File: src/rtl/aux_boot_pkg.sv
// Shared types and constants for the auxiliary UART boot loader.
// BOOT_CHECKSUM_EN adds the trailing checksum word state.
package aux_boot_pkg;

    localparam int CLKS_PER_BIT_DEFAULT = 50000000 / 115200;
    localparam int LEN_WIDTH            = 32;

    typedef enum logic [2:0] {
        ST_INIT,
        ST_LEN,
        ST_DATA,
`ifdef BOOT_CHECKSUM_EN
        ST_CSUM,
`endif
        ST_DONE,
        ST_ERROR
    } boot_state_t;

    typedef enum logic [1:0] {
        RX_IDLE,
        RX_START,
        RX_DATA,
        RX_STOP
    } rx_state_t;

endpackage

File: src/rtl/aux_uart_rx.sv
// 8N1 UART receiver: 2-flop synchronizer, start-bit glitch rejection,
// centre sampling, one-cycle byte_valid / frame_err pulses.
module aux_uart_rx
    import aux_boot_pkg::*;
#(
    parameter int CLKS_PER_BIT = CLKS_PER_BIT_DEFAULT
) (
    input  logic       clk_i,
    input  logic       rst_ni,
    input  logic       rx_i,
    output logic [7:0] byte_data_o,
    output logic       byte_valid_o,
    output logic       frame_err_o
);

    localparam int CNT_W = $clog2(CLKS_PER_BIT + 1);
    localparam logic [CNT_W-1:0] HALF_M1 = CNT_W'(CLKS_PER_BIT / 2 - 1);
    localparam logic [CNT_W-1:0] FULL_M1 = CNT_W'(CLKS_PER_BIT - 1);

    logic [1:0]       sync_q;
    logic             prev_q;
    rx_state_t        state_q;
    logic [CNT_W-1:0] cnt_q;
    logic [2:0]       bit_q;
    logic [7:0]       shift_q;
    logic             valid_q;
    logic             ferr_q;
    logic             rx_s;

    assign rx_s = sync_q[1];

    always_ff @(posedge clk_i or negedge rst_ni) begin
        if (!rst_ni) begin
            sync_q  <= '1;
            prev_q  <= 1'b1;
            state_q <= RX_IDLE;
            cnt_q   <= '0;
            bit_q   <= '0;
            shift_q <= '0;
            valid_q <= 1'b0;
            ferr_q  <= 1'b0;
        end else begin
            sync_q  <= {sync_q[0], rx_i};
            prev_q  <= rx_s;
            valid_q <= 1'b0;
            ferr_q  <= 1'b0;
            case (state_q)
                RX_IDLE: begin
                    cnt_q <= '0;
                    if (prev_q && !rx_s) state_q <= RX_START;
                end
                RX_START: begin
                    // Line back high at mid start bit means a glitch, not a frame.
                    if (cnt_q == HALF_M1) begin
                        cnt_q   <= '0;
                        bit_q   <= '0;
                        state_q <= rx_s ? RX_IDLE : RX_DATA;
                    end else begin
                        cnt_q <= cnt_q + CNT_W'(1);
                    end
                end
                RX_DATA: begin
                    if (cnt_q == FULL_M1) begin
                        cnt_q   <= '0;
                        shift_q <= {rx_s, shift_q[7:1]};
                        bit_q   <= bit_q + 3'd1;
                        if (bit_q == 3'd7) state_q <= RX_STOP;
                    end else begin
                        cnt_q <= cnt_q + CNT_W'(1);
                    end
                end
                RX_STOP: begin
                    if (cnt_q == FULL_M1) begin
                        cnt_q   <= '0;
                        state_q <= RX_IDLE;
                        if (rx_s) valid_q <= 1'b1;
                        else      ferr_q  <= 1'b1;
                    end else begin
                        cnt_q <= cnt_q + CNT_W'(1);
                    end
                end
                default: state_q <= RX_IDLE;
            endcase
        end
    end

    assign byte_data_o  = shift_q;
    assign byte_valid_o = valid_q;
    assign frame_err_o  = ferr_q;

endmodule

File: src/rtl/aux_uart_boot_loader.sv
// Loads a length-prefixed program image from the aux UART into RAM and holds
// the CPU in reset until done. BOOT_CHECKSUM_EN enables the trailing checksum.
module aux_uart_boot_loader
    import aux_boot_pkg::*;
#(
    parameter int CLK_FREQUENCY = 50000000,
    parameter int BAUD_RATE     = 115200,
    parameter int ADDR_WIDTH    = 12
) (
    input  logic                  clk,
    input  logic                  resetb,
    input  logic                  uart_rx,
    input  logic                  boot_enable,
    output logic                  mem_we,
    output logic [ADDR_WIDTH-1:0] mem_waddr,
    output logic [31:0]           mem_wdata,
    output logic                  cpu_resetb,
    output logic                  boot_busy,
    output logic                  boot_done,
    output logic                  boot_error
);

    localparam logic [LEN_WIDTH:0] MAX_WORDS = (LEN_WIDTH + 1)'(1) << ADDR_WIDTH;
`ifdef BOOT_CHECKSUM_EN
    localparam boot_state_t ST_AFTER_DATA = ST_CSUM;
`else
    localparam boot_state_t ST_AFTER_DATA = ST_DONE;
`endif

    logic [7:0]            rx_byte;
    logic                  rx_valid;
    logic                  rx_ferr;

    boot_state_t           state_q;
    logic [LEN_WIDTH-9:0]  shift_q;
    logic [1:0]            byte_cnt_q;
    logic [ADDR_WIDTH:0]   len_q;
    logic [ADDR_WIDTH:0]   wr_cnt_q;
    logic [ADDR_WIDTH-1:0] waddr_q;
    logic [31:0]           wdata_q;
    logic                  we_q;
    logic                  cpu_resetb_q;
    logic                  busy_q;
    logic                  done_q;
    logic                  error_q;
`ifdef BOOT_CHECKSUM_EN
    logic [31:0]           sum_q;
`endif
    logic [LEN_WIDTH-1:0]  word_d;

    aux_uart_rx #(
        .CLKS_PER_BIT(CLK_FREQUENCY / BAUD_RATE)
    ) u_rx (
        .clk_i       (clk),
        .rst_ni      (resetb),
        .rx_i        (uart_rx),
        .byte_data_o (rx_byte),
        .byte_valid_o(rx_valid),
        .frame_err_o (rx_ferr)
    );

    // Little-endian: the newest byte lands in the top lane.
    assign word_d = {rx_byte, shift_q};

    always_ff @(posedge clk or negedge resetb) begin
        if (!resetb) begin
            state_q      <= ST_INIT;
            shift_q      <= '0;
            byte_cnt_q   <= '0;
            len_q        <= '0;
            wr_cnt_q     <= '0;
            waddr_q      <= '0;
            wdata_q      <= '0;
            we_q         <= 1'b0;
            cpu_resetb_q <= 1'b0;
            busy_q       <= 1'b0;
            done_q       <= 1'b0;
            error_q      <= 1'b0;
`ifdef BOOT_CHECKSUM_EN
            sum_q        <= '0;
`endif
        end else begin
            we_q         <= 1'b0;
            busy_q       <= !(state_q inside {ST_INIT, ST_DONE, ST_ERROR});
            done_q       <= (state_q == ST_DONE);
            error_q      <= (state_q == ST_ERROR);
            cpu_resetb_q <= (state_q == ST_DONE);
`ifdef BOOT_CHECKSUM_EN
            if (we_q) sum_q <= sum_q + wdata_q;
`endif
            case (state_q)
                ST_INIT: state_q <= boot_enable ? ST_LEN : ST_DONE;
                ST_LEN: begin
                    if (rx_ferr) begin
                        state_q <= ST_ERROR;
                    end else if (rx_valid) begin
                        shift_q    <= word_d[LEN_WIDTH-1:8];
                        byte_cnt_q <= byte_cnt_q + 2'd1;
                        if (byte_cnt_q == 2'd3) begin
                            if ({1'b0, word_d} > MAX_WORDS) begin
                                state_q <= ST_ERROR;
                            end else if (word_d == '0) begin
                                state_q <= ST_AFTER_DATA;
                            end else begin
                                len_q   <= word_d[ADDR_WIDTH:0];
                                state_q <= ST_DATA;
                            end
                        end
                    end
                end
                ST_DATA: begin
                    if (rx_ferr) begin
                        state_q <= ST_ERROR;
                    end else if (we_q) begin
                        // Address advances only between words so it never wraps after the last.
                        wr_cnt_q <= wr_cnt_q + (ADDR_WIDTH + 1)'(1);
                        if (wr_cnt_q + (ADDR_WIDTH + 1)'(1) == len_q) state_q <= ST_AFTER_DATA;
                        else waddr_q <= waddr_q + ADDR_WIDTH'(1);
                    end else if (rx_valid) begin
                        shift_q    <= word_d[LEN_WIDTH-1:8];
                        byte_cnt_q <= byte_cnt_q + 2'd1;
                        if (byte_cnt_q == 2'd3) begin
                            we_q    <= 1'b1;
                            wdata_q <= word_d;
                        end
                    end
                end
`ifdef BOOT_CHECKSUM_EN
                ST_CSUM: begin
                    if (rx_ferr) begin
                        state_q <= ST_ERROR;
                    end else if (rx_valid) begin
                        shift_q    <= word_d[LEN_WIDTH-1:8];
                        byte_cnt_q <= byte_cnt_q + 2'd1;
                        if (byte_cnt_q == 2'd3) state_q <= (word_d == sum_q) ? ST_DONE : ST_ERROR;
                    end
                end
`endif
                default: state_q <= state_q;
            endcase
        end
    end

    assign mem_we     = we_q;
    assign mem_waddr  = waddr_q;
    assign mem_wdata  = wdata_q;
    assign cpu_resetb = cpu_resetb_q;
    assign boot_busy  = busy_q;
    assign boot_done  = done_q;
    assign boot_error = error_q;

endmodule

File: config.mk
export PLATFORM = sky130hd
export DESIGN_NAME = aux_uart_boot_loader
export DESIGN_NICKNAME = d
export VERILOG_FILES = /design/src/rtl/aux_boot_pkg.sv /design/src/rtl/aux_uart_rx.sv /design/src/rtl/aux_uart_boot_loader.sv
export SDC_FILE = /design/constraint.sdc
export NUM_CORES = 1
export LEC_CHECK = 0
export BUFFER_PORTS_ARGS = -buffer_cell sky130_fd_sc_hd__buf_2
export CORE_ASPECT_RATIO = 0.6
export CORE_MARGIN = 10
export CORE_UTILIZATION = 60
export CTS_BUF_LIST = sky130_fd_sc_hd__clkbuf_8
export DETAILED_ROUTE_END_ITERATION = 10
export GPL_TIMING_DRIVEN = 0
export HOLD_SLACK_MARGIN = 0.06
export PLACE_DENSITY = 0.79
export SLEW_MARGIN = 20
export SYNTH_ARGS = -nofsm -noshare
export SYNTH_HDL_FRONTEND = slang
export SYNTH_SLANG_ARGS = --single-unit
File: constraint.sdc
create_clock -name clk -period 5.6 [get_ports clk]
set_input_delay 1.12 -clock clk [delete_from_list [all_inputs] [get_ports clk]]
set_output_delay 1.12 -clock clk [all_outputs]
set_load 0.01 [all_outputs]
# ---- Word-level counts from Yosys, hierarchy flattened
# Cells that the tools add are included.
dict set report op_classes {
  addsub 5
  multipliers 0
  div_mod_pow 0
  magnitude_cmp 1
  eq_ne 24
  n_shift 0
  mux 44
  n_bitwise 5
  n_reduce_logical 20
}
# operator count
set ops {}
lappend ops {{two-way mux 24 bit} 4}
lappend ops {{case mux 24 bit (2 select lines)} 1}
lappend ops {{> comparator 32 x 13 -> 1 bit (second input constant)} 1}
lappend ops {{logical NOT 32 bit} 1}
lappend ops {{two-way mux 3 bit} 9}
lappend ops {{case mux 9 bit (3 select lines)} 1}
lappend ops {{two-way mux 2 bit} 11}
lappend ops {{two-way mux 9 bit} 2}
lappend ops {{AND reduction 5 bit} 3}
lappend ops {{adder 13 x 1 -> 13 bit (second input constant)} 1}
lappend ops {{== test 13 bit} 1}
lappend ops {{adder 12 x 1 -> 12 bit (second input constant)} 1}
lappend ops {{two-way mux 1 bit} 12}
lappend ops {{inequality test 2 x 1 -> 1 bit (second input constant)} 5}
lappend ops {{adder 9 x 1 -> 9 bit (second input constant)} 1}
lappend ops {{== test 9 x 8 -> 1 bit (second input constant)} 1}
lappend ops {{== test 9 bit (second input constant)} 1}
lappend ops {{inequality test 3 x 2 -> 1 bit (second input constant)} 3}
lappend ops {{case mux 3 bit (3 select lines)} 1}
lappend ops {{case mux 2 bit (4 select lines)} 1}
lappend ops {{AND reduction 4 bit} 2}
lappend ops {{== test 2 bit (second input constant)} 3}
lappend ops {{== test 3 x 2 -> 1 bit (second input constant)} 2}
lappend ops {{== test 3 bit (second input constant)} 2}
lappend ops {{other kinds (19)} 29}
dict set report word_totals {
  register_bits 130
  latchBits 0
  mem_bits_rw 0
  rom_bits 0
  inputBits 4
  output_inout_bits 49
  wordCells 118
  mem_count 0
}

# ---- Depth between registers and ports, before layout
# Gate-level depths: netlist of run 1.
dict set report depth {
  word_depth 7
  ltp_mapped 10
  mapped_depth_nobuf 8
}

# ---- By module
# From an unflattened synthesis of run 1, not the netlist that was laid out.
dict set report hier_totals {
  hier_cells 474
  hier_area_um2 5964.5
}
# module instances cells_per_inst area_per_inst_um2 seq_area_each_um2
set by_module_without_submodules {}
lappend by_module_without_submodules {aux_uart_boot_loader 1 372 4674.5 2577.5}
lappend by_module_without_submodules {aux_uart_rx 1 102 1290.0 679.4}

# ---- Worst setup path before layout of run 1
# No wires, ideal clock.
dict set report synth_timing {
  kind {register -> register}
  startpoint {register wr_cnt_q[0]}
  endpoint {register waddr_q[1] (netlist: mem_waddr[1])}
  setup_ns 0.125
  t_arrival_ns 2.274
  t_required_ns 5.475
  path_slack_ns 3.201
  path_stages_with_launch 9
  n_path_buf 0
  period_less_slack_ns 2.399
  path_cell_list {dfrtp_1 -> ha_1 -> and2_1 -> nand3_4 -> mux2_4 -> a21o_1 -> a2111oi_4 -> nor2_2 -> mux2_4}
}
dict set report synth_via {
  elab_chain_cells 4
}
# item line_no
set synth_lines {}
lappend synth_lines {{start: declaration} aux_uart_boot_loader.sv:38} ;# logic [ADDR_WIDTH:0] wr_cnt_q;
lappend synth_lines {{start signal: assignment} aux_uart_boot_loader.sv:116} ;# wr_cnt_q <= wr_cnt_q + (ADDR_WIDTH + 1)'(1);
lappend synth_lines {{adder 13 x 1 -> 13 bit} aux_uart_boot_loader.sv:117} ;# if (wr_cnt_q + (ADDR_WIDTH + 1)'(1) == len_q) state_q <= ST_AFTER_DATA;
lappend synth_lines {{== test 13 bit} aux_uart_boot_loader.sv:117}
lappend synth_lines {{inverter 1 bit (no source line)} -}
lappend synth_lines {{AND reduction 4 bit (no source line)} -}
lappend synth_lines {{end signal: assignment} aux_uart_boot_loader.sv:118} ;# else waddr_q <= waddr_q + ADDR_WIDTH'(1);
lappend synth_lines {{end: declaration} aux_uart_boot_loader.sv:39} ;# logic [ADDR_WIDTH-1:0] waddr_q;
# No other way between the ends.
# A chain may end at the register's enable or synchronous reset.

# ---- Final worst setup path of run 1
dict set report layout_timing {
  startpoint {register wr_cnt_q[0]}
  endpoint {register waddr_q[5] (netlist: mem_waddr[5])}
}
# The elaborated chain is that of the path after synthesis.

==> results.sh, run 1 <==
export IMPL_outcome="finished clean"
export IMPL_clkTransAtPathRegs_ns=0.07
export IMPL_skew_ns=0.0171
export IMPL_final_max_slew_viol_count=0
export IMPL_cts_htree_levels=4
export IMPL_synth_edf_count=0
export IMPL_yosys_area_top_type="dfrtp_1"
export IMPL_root_buffer="clkbuf_8"
export IMPL_fin_crit_sh=0.499
export IMPL_gp_congestion=0.853
export IMPL_dieArea_sq_um=14300
export IMPL_synth_async_reset_ratio=1.00
export IMPL_synthFlopType="dfrtp_1"
export IMPL_die_y_um=96.7
export IMPL_r2r_end="mem_waddr[5]"
export IMPL_wl_per_cell_um=16.6
export IMPL_tns_ns=0
export IMPL_grt_pass1_vias=4186
export IMPL_cp_max_fo=10
export IMPL_track_usage=0.177
export IMPL_cts_tree="built"
export IMPL_synth_simple_area_share=0.189
export IMPL_finalCriticalPeriod_ns=2.79
export IMPL_yosysWarnings=0
export IMPL_synth_common_cells="dfrtp_1 (127), nand2_1 (123), mux2_2 (46)"
export IMPL_io_pin_count=53
export IMPL_post_cts_buffers=0
export IMPL_rows=27
export IMPL_finalSetupViolCount=0
export IMPL_yosys_top_cells_area="dfrtp_1 (54%), mux2_2 (8.8%), nand2_1 (7.9%)"
export IMPL_start_kind="flip-flop"
export IMPL_arrival_ns=3.10
export IMPL_grt_pass1_wl_um=20800
export IMPL_n_fill_cell=669
export IMPL_core_sq_um=9360
export IMPL_power_mw=2.00
export IMPL_muxShareOfSynthArea=0.0966
export IMPL_routed_wl_um=12600
export IMPL_layout_drive_gt1_share=0.244
export IMPL_drc=0
export IMPL_synth_area_sq_um=5880
export IMPL_critPathRequiredTime_ns=5.91
export IMPL_start_util=0.628
export IMPL_yosys_area_top_type_share=0.540
export IMPL_ff2ff_setup_slack_ns=2.81
export IMPL_hold_viol=0
export IMPL_grt_max_degree=87
export IMPL_area_growth_pct=15.3
export IMPL_powerDensity_nw_per_um2=295
export IMPL_cts_sinks=130
export IMPL_synth_top_family_by_area="simple AND/OR/NAND/NOR gates"
export IMPL_synth_fa_ha_area_frac=0.0272
export IMPL_clock_path_buffers=2
export IMPL_vias_per_cell=5.51
export IMPL_rr_startpoint="wr_cnt_q[0]"
export IMPL_ys_seq_elements=130
export IMPL_tightest_slew_ns=0.811
export IMPL_crit_end="mem_waddr[5]"
export IMPL_finalWorstSetupSlack_ns=2.81
export IMPL_ir_drop_v=0.000196
export IMPL_rsz0062_at_grt="false"
export IMPL_p_leak_nw=3.63
export IMPL_n_antenna_cell=0
export IMPL_drtPass1Iterations=4
export IMPL_whs_path_depth=0
export IMPL_hold_buffers=0
export IMPL_antenna_found_initial=0
export IMPL_cts_resized_gates=0
export IMPL_syn_inst=543
export IMPL_hold_slack_ns=0.357
export IMPL_layout_nets=631
export IMPL_post_place_ws_ns=2.87
export IMPL_max_slew_margin_rel=0.457
export IMPL_cp_startpoint="wr_cnt_q[0]"
export IMPL_worstSetupPathType="reg2reg"
export IMPL_fmax_mhz=358
export IMPL_endpoint_kind="flip-flop"
export IMPL_place_port_buffers=52
export IMPL_insertion_delay_ns=0.44
export IMPL_yosysMostFrequentCell="dfrtp_1"
export IMPL_synth_avg_cell_area_sq_um=10.8
export IMPL_die_width_um=148
export IMPL_numCtsBuffers=17
export IMPL_grt_overflow_total=0
export IMPL_syn_num_nets=559
export IMPL_yosys_area_share_xor_xnor=0.0655
export IMPL_synth_distinct_cells=54
export IMPL_hold_path_class="reg2reg"
export IMPL_synth_compound_gate_area_share=0.0430
export IMPL_ys_seq_area_frac=0.554
export IMPL_cap_violations=0
export IMPL_ant_nets=0
export IMPL_dr_first_iter_drc_count=287
export IMPL_ff2ff_path_depth=9
export IMPL_route_vias_total=4171
export IMPL_place_hpwl_um=8850
-- power by group --
| part | switching [mW] | internal, mW |
|---|---|---|
| combinational | 0.103 | 0.0539 |
| sequential | 0.0202 | 0.957 |
| clock | 0.359 | 0.509 |
-- layout by cell type, fill, tap and decap left out, types with 2 or more instances in the layout --
| cell | synthesis | layout |
|---|---|---|
| clkinv_2 | 0 | 2 |
| a21oi_1 | 10 | 10 |
| and4_1 | 2 | 2 |
| o21ai_0 | 10 | 10 |
| xor2_1 | 23 | 23 |
| and2_1 | 3 | 3 |
| mux2_2 | 46 | 46 |
| nor3_1 | 8 | 8 |
| inv_1 | 11 | 11 |
| nand3_1 | 18 | 18 |
| clkbuf_1 | 9 | 9 |
| nor2_1 | 28 | 28 |
| buf_6 | 1 | 2 |
| nor3b_1 | 2 | 2 |
| clkbuf_8 | 0 | 23 |
| ha_1 | 12 | 12 |
| nand4b_1 | 2 | 2 |
| nand2_1 | 123 | 123 |
| dfrtp_1 | 127 | 127 |
| xnor2_1 | 21 | 21 |
| buf_4 | 3 | 3 |
| buf_1 | 4 | 4 |
| nor2b_1 | 7 | 7 |
| nand2b_1 | 5 | 5 |
| mux2_4 | 2 | 2 |
| dfstp_2 | 3 | 3 |
| bufinv_16 | 0 | 3 |
| buf_2 | 4 | 55 |
| nand4_1 | 11 | 11 |
| mux2i_1 | 2 | 2 |
| or2_2 | 3 | 3 |
| clkinvlp_4 | 0 | 2 |
| nor4_1 | 8 | 8 |
| and3_1 | 11 | 11 |
-- area by class of cell --
cell class              instances  area (sq um)  share of cell area
flip-flops and latches        130          3260               0.481
well taps                     130           163              0.0240
clock inverters                 8           124              0.0183
plain buffers                  21           103              0.0151
clock buffers                  23           317              0.0467
repair buffers                 53           294              0.0434
multi-input cells             381          2480               0.366
inverters                      11          41.3             0.00609
-- sequential cells by signal, indices dropped and copies added, names as in the netlist, 2 cells and up, named ones only --
register,flops
u_rx.byte_data_o,8
u_rx.sync_q,2
shift_q,24
mem_wdata,32
state_q,3
u_rx.bit_q,3
u_rx.cnt_q,9
mem_waddr,12
byte_cnt_q,2
wr_cnt_q,13
len_q,13
-- per-layer routing --
metal,up-vias,part of all wire,track usage
li1,1986,-,-
met1,2061,0.47,0.241
met2,108,0.47,0.265
met3,16,0.056,0.0520
met4,0,0.0096,0.0587
met5,-,0,0
-- logic make-up after synthesis --
kind of cell	after synthesis
AND/OR/NAND/NOR	238
multiplexers	50
XOR/XNOR	44
buffers and inverters	32
adder cells (fa/ha/maj)	13
flip-flops	130
AO/OA/AOI/OAI	36
-- worst max-delay path, cell delays in order (launching register included) --
cell and delay (ns):
dfrtp_1 0.44, ha_1 0.30, and2_1 0.32, nand3_4 0.12
mux2_4 0.31, a21o_1 0.19, a2111oi_4 0.54, buf_6 0.21
nor3_1 0.07, xor2_1 0.16
-- worst min path at each step --
stage | startpoint | endpoint | slack [ns]
after floorplan | u_rx.sync_q[0] | u_rx.sync_q[1] | 0.35
after global placement | u_rx.sync_q[0] | u_rx.sync_q[1] | 0.35
after detailed placement | u_rx.sync_q[0] | u_rx.sync_q[1] | 0.35
after CTS | u_rx.sync_q[0] | u_rx.sync_q[1] | 0.36
after global routing | u_rx.sync_q[0] | u_rx.sync_q[1] | 0.36
final | u_rx.sync_q[0] | u_rx.sync_q[1] | 0.36
-- stage by stage --
stage | cells | instance area (sq um) | util
final | 757 | 6780 | 0.724
after global routing | 757 | 6780 | 0.724
after CTS | 757 | 6780 | 0.724
after detailed placement | 726 | 6340 | 0.677
after global placement | 725 | 6300 | 0.674
after floorplan | 543 | 5880 | -
No activity file was read; power rests on OpenSTA's default activity.
==> inputs of run 2 (changes only) <==
CORE_UTILIZATION = 56   (was 60)
PLACE_DENSITY = 0.78   (was 0.79)
clock period = 2.35 ns   (was 5.6 ns; I/O delays follow)
==> run 2 against run 1 <==
  * The run now ends with negative setup slack left
  * Combinational power up 140%
  * Via count up 6.0%
  * Register-to-register slack worse by 2.9 ns
  * Worst setup slack worse by 2.9 ns
==> results.sh, run 2 (synthesized netlist as in run 1, its figures left out) <==
export IMPL_fin_area_sq_um=7170
export IMPL_numCtsBuffers=17
export IMPL_pwr_share_comb=0.086
export IMPL_rows=28
export IMPL_p_clk_frac=0.384
export IMPL_hold_viol=0
export IMPL_ant_nets=0
export IMPL_rr_startpoint="wr_cnt_q[0]"
export IMPL_sw_frac_of_total=0.261
export IMPL_post_place_ws_ns=-0.386
export IMPL_outcome="complete, but fails checks"
export IMPL_root_buffer="clkbuf_8"
export IMPL_gp_congestion=0.830
export IMPL_dpl_cell_area_sq_um=6340
export IMPL_grt_pass1_wl_um=22100
export IMPL_min_from="uart_rx"
export IMPL_track_usage=0.176
export IMPL_seqCellArea_sq_um=3270
export IMPL_route_vias_total=4420
export IMPL_instances_no_fill=792
export IMPL_arrival_ns=2.73
export IMPL_multiInputGateArea_sq_um=2660
export IMPL_routed_wl_um=14100
export IMPL_powerDensity_nw_per_um2=613
export IMPL_critPathRequiredTime_ns=2.66
export IMPL_cap_violations=0
export IMPL_dieArea_sq_um=15100
export IMPL_cts_htree_levels=4
export IMPL_pwr_share_seq=0.530
export IMPL_finalCriticalPeriod_ns=2.41
export IMPL_final_max_slew_viol_count=0
export IMPL_p_switching_mw=1.14
export IMPL_cp_startpoint="wr_cnt_q[0]"
export IMPL_rsz0062_at_grt="true"
export IMPL_core_sq_um=10100
export IMPL_largest_reg_flops=32
export IMPL_max_slew_margin_rel=0.589
export IMPL_drtPass1Iterations=5
export IMPL_drc=0
export IMPL_insertion_delay_ns=0.44
export IMPL_grt_overflow_total=0
export IMPL_fin_crit_sh=1.03
export IMPL_start_kind="flip-flop"
export IMPL_wl_per_cell_um=17.7
export IMPL_io_pin_count=53
export IMPL_dp_cells=731
export IMPL_die_y_um=99.4
export IMPL_skew_ns=0.00793
export IMPL_place_hpwl_um=9180
export IMPL_clkTransAtPathRegs_ns=0.07
export IMPL_antenna_found_initial=0
export IMPL_vias_per_cell=5.58
export IMPL_violations="negative setup slack"
export IMPL_final_common_cell="nand2_1"
export IMPL_n_fill_cell=695
export IMPL_cp_max_fo=5
export IMPL_tns_ns=-0.386
export IMPL_die_width_um=152
export IMPL_endpoint_kind="flip-flop"
export IMPL_area_growth_pct=21.9
export IMPL_dr_first_iter_drc_count=229
export IMPL_n_antenna_cell=0
export IMPL_grt_max_degree=68
export IMPL_finalWorstSetupSlack_ns=-0.0641
export IMPL_start_util=0.585
export IMPL_hold_path_class="in2reg"
export IMPL_finalSetupViolCount=15
export IMPL_layout_drive_gt1_share=0.335
export IMPL_worstSetupPathType="reg2reg"
export IMPL_layout_nets=660
export IMPL_p_leak_nw=3.80
export IMPL_fin_util=0.713
export IMPL_cts_sinks=130
export IMPL_final_cell_mix="nand2_1 (123), dfrtp_1 (117), buf_2 (52), mux2_2 (46), buf_4 (29)"
export IMPL_place_port_buffers=52
export IMPL_p_int_mw=3.25
export IMPL_cts_tree="built"
export IMPL_tightest_slew_ns=0.616
export IMPL_clock_path_buffers=2
export IMPL_ir_drop_v=0.000431
export IMPL_grt_pass1_vias=4384
export IMPL_fmax_mhz=414
run 2: per-stage QoR:
step	power (mW)	hold slack, ns
6_report	4.39	0.125
5_1_grt	4.59	0.110
4_1_cts	4.42	0.110
3_5_place_dp	2.75	0.352
3_3_place_gp	2.71	0.347
2_1_floorplan	2.61	0.174
run 2: metal layers:
| metal | track usage | vias to the layer above | share of wire | wire length (um) |
|---|---|---|---|---|
| li1 | - | 2051 | - | - |
| met1 | 0.235 | 2246 | 0.46 | 6490 |
| met2 | 0.275 | 109 | 0.48 | 6810 |
| met3 | 0.0400 | 14 | 0.042 | 589 |
| met4 | 0.0634 | 0 | 0.011 | 159 |
| met5 | 0 | - | 0 | 0 |
run 2: final timing paths:
path / endpoint / slack (ns) / depth (start not counted)
max in group asynchronous: wr_cnt_q[9] / 1.02 / 3
setup / recovery: mem_waddr[3] / -0.06 / 10
hold reg to reg: u_rx.sync_q[1] / 0.37 / 0
min in group asynchronous: u_rx.cnt_q[1] / 0.59 / 2
hold / removal: u_rx.sync_q[0] / 0.13 / 1
setup reg to reg: mem_waddr[3] / -0.06 / 10
run 2: power groups by stage:
stage               clock [mW]  combinational, mW  sequential, mW
CTS                       1.71              0.385            2.33
global route              1.83              0.433            2.33
finish                    1.68              0.379            2.33
global placement             0              0.348            2.37
floorplan                    0              0.250            2.36
detailed placement           0              0.381            2.37
run 2: timing repair:
| action | in CTS | in global routing |
|---|---|---|
| resized for setup | 25 | 37 |
| gates cloned | 1 | 1 |
| setup endpoints to repair | 45 | 60 |
| hold buffers | 1 | 0 |
| endpoints found under the hold margin | 63 | 0 |
| pin swaps | 10 | 16 |
| setup buffers | 19 | 10 |
run 2: area by class of cell:
type,count,share of cell area
Sequential cell,130,0.456
Multi-Input combinational cell,381,0.371
Timing Repair Buffer,85,0.0789
Clock buffer,18,0.0346
Tap cell,135,0.0236
Buffer,18,0.0161
Clock inverter,14,0.0140
Inverter,11,0.00576
run 2: critical path, stage by stage (launching register included):
cell and delay, ns:
dfrtp_1 0.42, ha_4 0.19, and2_4 0.18, nand3_4 0.07
mux2_4 0.30, a21o_1 0.22, a2111oi_4 0.37, buf_6 0.18
buf_6 0.13, nor3_2 0.06, xor2_1 0.18
==> inputs of run 3 (changes only) <==
CORE_UTILIZATION = 35   (was 56)
PLACE_DENSITY = 0.53   (was 0.78)
==> run 3 against run 2 <==
  * Total power grew 4.7%
  * Largest cell class unchanged
  * The flow still finishes with violations (negative setup slack)
  * Routed wire length shrank 4.4%
  * Core utilization shrank 27 points
  * Final area grew 1.0%
==> results.sh, run 3 (synthesized netlist as in run 1, its figures left out) <==
export IMPL_outcome="complete, but fails checks"
export IMPL_violations="negative setup slack"
export IMPL_cap_violations=0
export IMPL_insertion_delay_ns=0.43
export IMPL_gp_congestion=0.770
export IMPL_grt_max_degree=75
export IMPL_post_place_ws_ns=-0.378
export IMPL_cts_sinks=130
export IMPL_endpoint_kind="flip-flop"
export IMPL_seqCellArea_sq_um=3260
export IMPL_die_width_um=187
export IMPL_layout_drive_gt1_share=0.315
export IMPL_finalCriticalPeriod_ns=2.37
export IMPL_grt_pass1_wl_um=22300
export IMPL_place_port_buffers=52
export IMPL_final_cell_mix="nand2_1 (123), dfrtp_1 (122), buf_2 (54), mux2_2 (46), nor2_1 (27)"
export IMPL_pwr_share_seq=0.506
export IMPL_fin_area_sq_um=7240
export IMPL_rsz0062_at_grt="true"
export IMPL_cts_htree_levels=4
export IMPL_grt_pass1_vias=4196
export IMPL_fin_crit_sh=1.01
export IMPL_hold_viol=0
export IMPL_io_pin_count=53
export IMPL_drc=0
export IMPL_sw_frac_of_total=0.269
export IMPL_crit_chain="and4_1 > buf_2 > a311o_1 > a21oi_2 > o221ai_2 > a2111oi_4 > buf_6 > nor2_4 > mux2_4"
export IMPL_instances_no_fill=876
export IMPL_slowest_delay_ns=0.43
export IMPL_skew_ns=0.0143
export IMPL_antenna_found_initial=0
export IMPL_critPathRequiredTime_ns=2.66
export IMPL_numCtsBuffers=17
export IMPL_p_clk_frac=0.412
export IMPL_final_max_slew_viol_count=0
export IMPL_critPathTopFamily="compound AO/OA/AOI/OAI gates"
export IMPL_dpl_cell_area_sq_um=6460
export IMPL_grt_overflow_total=0
export IMPL_final_common_cell="nand2_1"
export IMPL_vias_per_cell=4.74
export IMPL_cp_max_fo=6
export IMPL_clkTransAtPathRegs_ns=0.08
export IMPL_rows=36
export IMPL_route_vias_total=4153
export IMPL_pwr_share_comb=0.082
export IMPL_finalSetupViolCount=8
export IMPL_fmax_mhz=421
export IMPL_power_mw=4.60
export IMPL_p_leak_nw=3.76
export IMPL_powerDensity_nw_per_um2=635
export IMPL_rr_startpoint="wr_cnt_q[9]"
export IMPL_wl_per_cell_um=15.3
export IMPL_min_from="uart_rx"
export IMPL_die_y_um=120
export IMPL_start_kind="flip-flop"
export IMPL_tightest_slew_ns=0.516
export IMPL_ff2ff_setup_slack_ns=-0.02
export IMPL_layout_nets=651
export IMPL_ant_nets=0
export IMPL_cts_tree="built"
export IMPL_hold_path_class="in2reg"
export IMPL_dieArea_sq_um=22600
export IMPL_routed_wl_um=13400
export IMPL_multiInputGateArea_sq_um=2660
export IMPL_arrival_ns=2.68
export IMPL_clock_path_buffers=2
export IMPL_largest_reg_flops=32
export IMPL_ir_drop_v=0.000339
export IMPL_finalWorstSetupSlack_ns=-0.0247
export IMPL_worstSetupPathType="reg2reg"
export IMPL_core_sq_um=16400
export IMPL_dr_first_iter_drc_count=284
export IMPL_drtPass1Iterations=4
export IMPL_n_antenna_cell=0
export IMPL_start_util=0.360
export IMPL_max_slew_margin_rel=0.655
export IMPL_area_growth_pct=23.1
export IMPL_track_usage=0.120
export IMPL_p_switching_mw=1.24
export IMPL_dp_cells=824
export IMPL_root_buffer="clkbuf_8"
export IMPL_place_hpwl_um=9340
export IMPL_p_int_mw=3.36
export IMPL_n_fill_cell=1553
export IMPL_path_buf_inv=2
export IMPL_fin_util=0.443
export IMPL_cp_startpoint="wr_cnt_q[9]"
export IMPL_slowest_stage="dfrtp_2"
[run 3: what timing repair did]
action	CTS	global route
hold buffers	1	0
setup buffers	20	2
hold endpoints to repair	53	0
cloned	1	0
gates resized for setup	36	17
endpoints found under the setup margin	53	68
pin swaps	13	10
[run 3: worst reg2reg max path: stages, from the launching register on]
cell,delay (ns)
dfrtp_2,0.43
and4_1,0.20
buf_2,0.16
a311o_1,0.37
a21oi_2,0.13
o221ai_2,0.13
a2111oi_4,0.30
buf_6,0.18
nor2_4,0.05
mux2_4,0.31
[run 3: path summary, 6_finish.rpt]
check                           cells past startpoint        endpoint
worst min-delay path                                1  u_rx.sync_q[0]
worst max register to register                      9    mem_waddr[1]
worst min register to register                      0  u_rx.sync_q[1]
max in group asynchronous                           3     shift_q[20]
min in group asynchronous                           2   mem_wdata[13]
worst max-delay path                                9    mem_waddr[1]
[run 3: through the flow]
step | TNS (ns) | hold WS, ns
after floorplan | 0 | 0.174
after global placement | -131.28 | 0.348
after detailed placement | -12.83 | 0.347
after CTS | -0.0944 | 0.116
after global routing | -1.51 | 0.104
final | -0.0836 | 0.145
[run 3: layer usage]
| metal | GRT usage | up-vias | share of wire | routed length [um] |
|---|---|---|---|---|
| met1 | 0.181 | 2055 | 0.54 | 7250 |
| met2 | 0.161 | 71 | 0.41 | 5480 |
| li1 | - | 2021 | - | - |
| met5 | 0 | - | 0 | 0 |
| met3 | 0.0390 | 6 | 0.049 | 660 |
| met4 | 0.0261 | 0 | 0.0039 | 52 |
[run 3: area by class of cell]
| class | count | share of cell area |
|---|---|---|
| multi-input cells | 381 | 0.367 |
| flip-flops and latches | 130 | 0.451 |
| well taps | 228 | 0.0394 |
| inverters | 11 | 0.00570 |
| repair buffers | 77 | 0.0679 |
| plain buffers | 17 | 0.0149 |
| clock buffers | 17 | 0.0323 |
| clock inverters | 15 | 0.0220 |
[run 3: power groups by stage]
stage | clock (mW) | combinational [mW] | sequential (mW)
3_3_place_gp | 0 | 0.355 | 2.37
3_5_place_dp | 0 | 0.375 | 2.37
2_1_floorplan | 0 | 0.250 | 2.36
4_1_cts | 1.96 | 0.379 | 2.33
5_1_grt | 2.05 | 0.423 | 2.33
6_report | 1.90 | 0.375 | 2.33
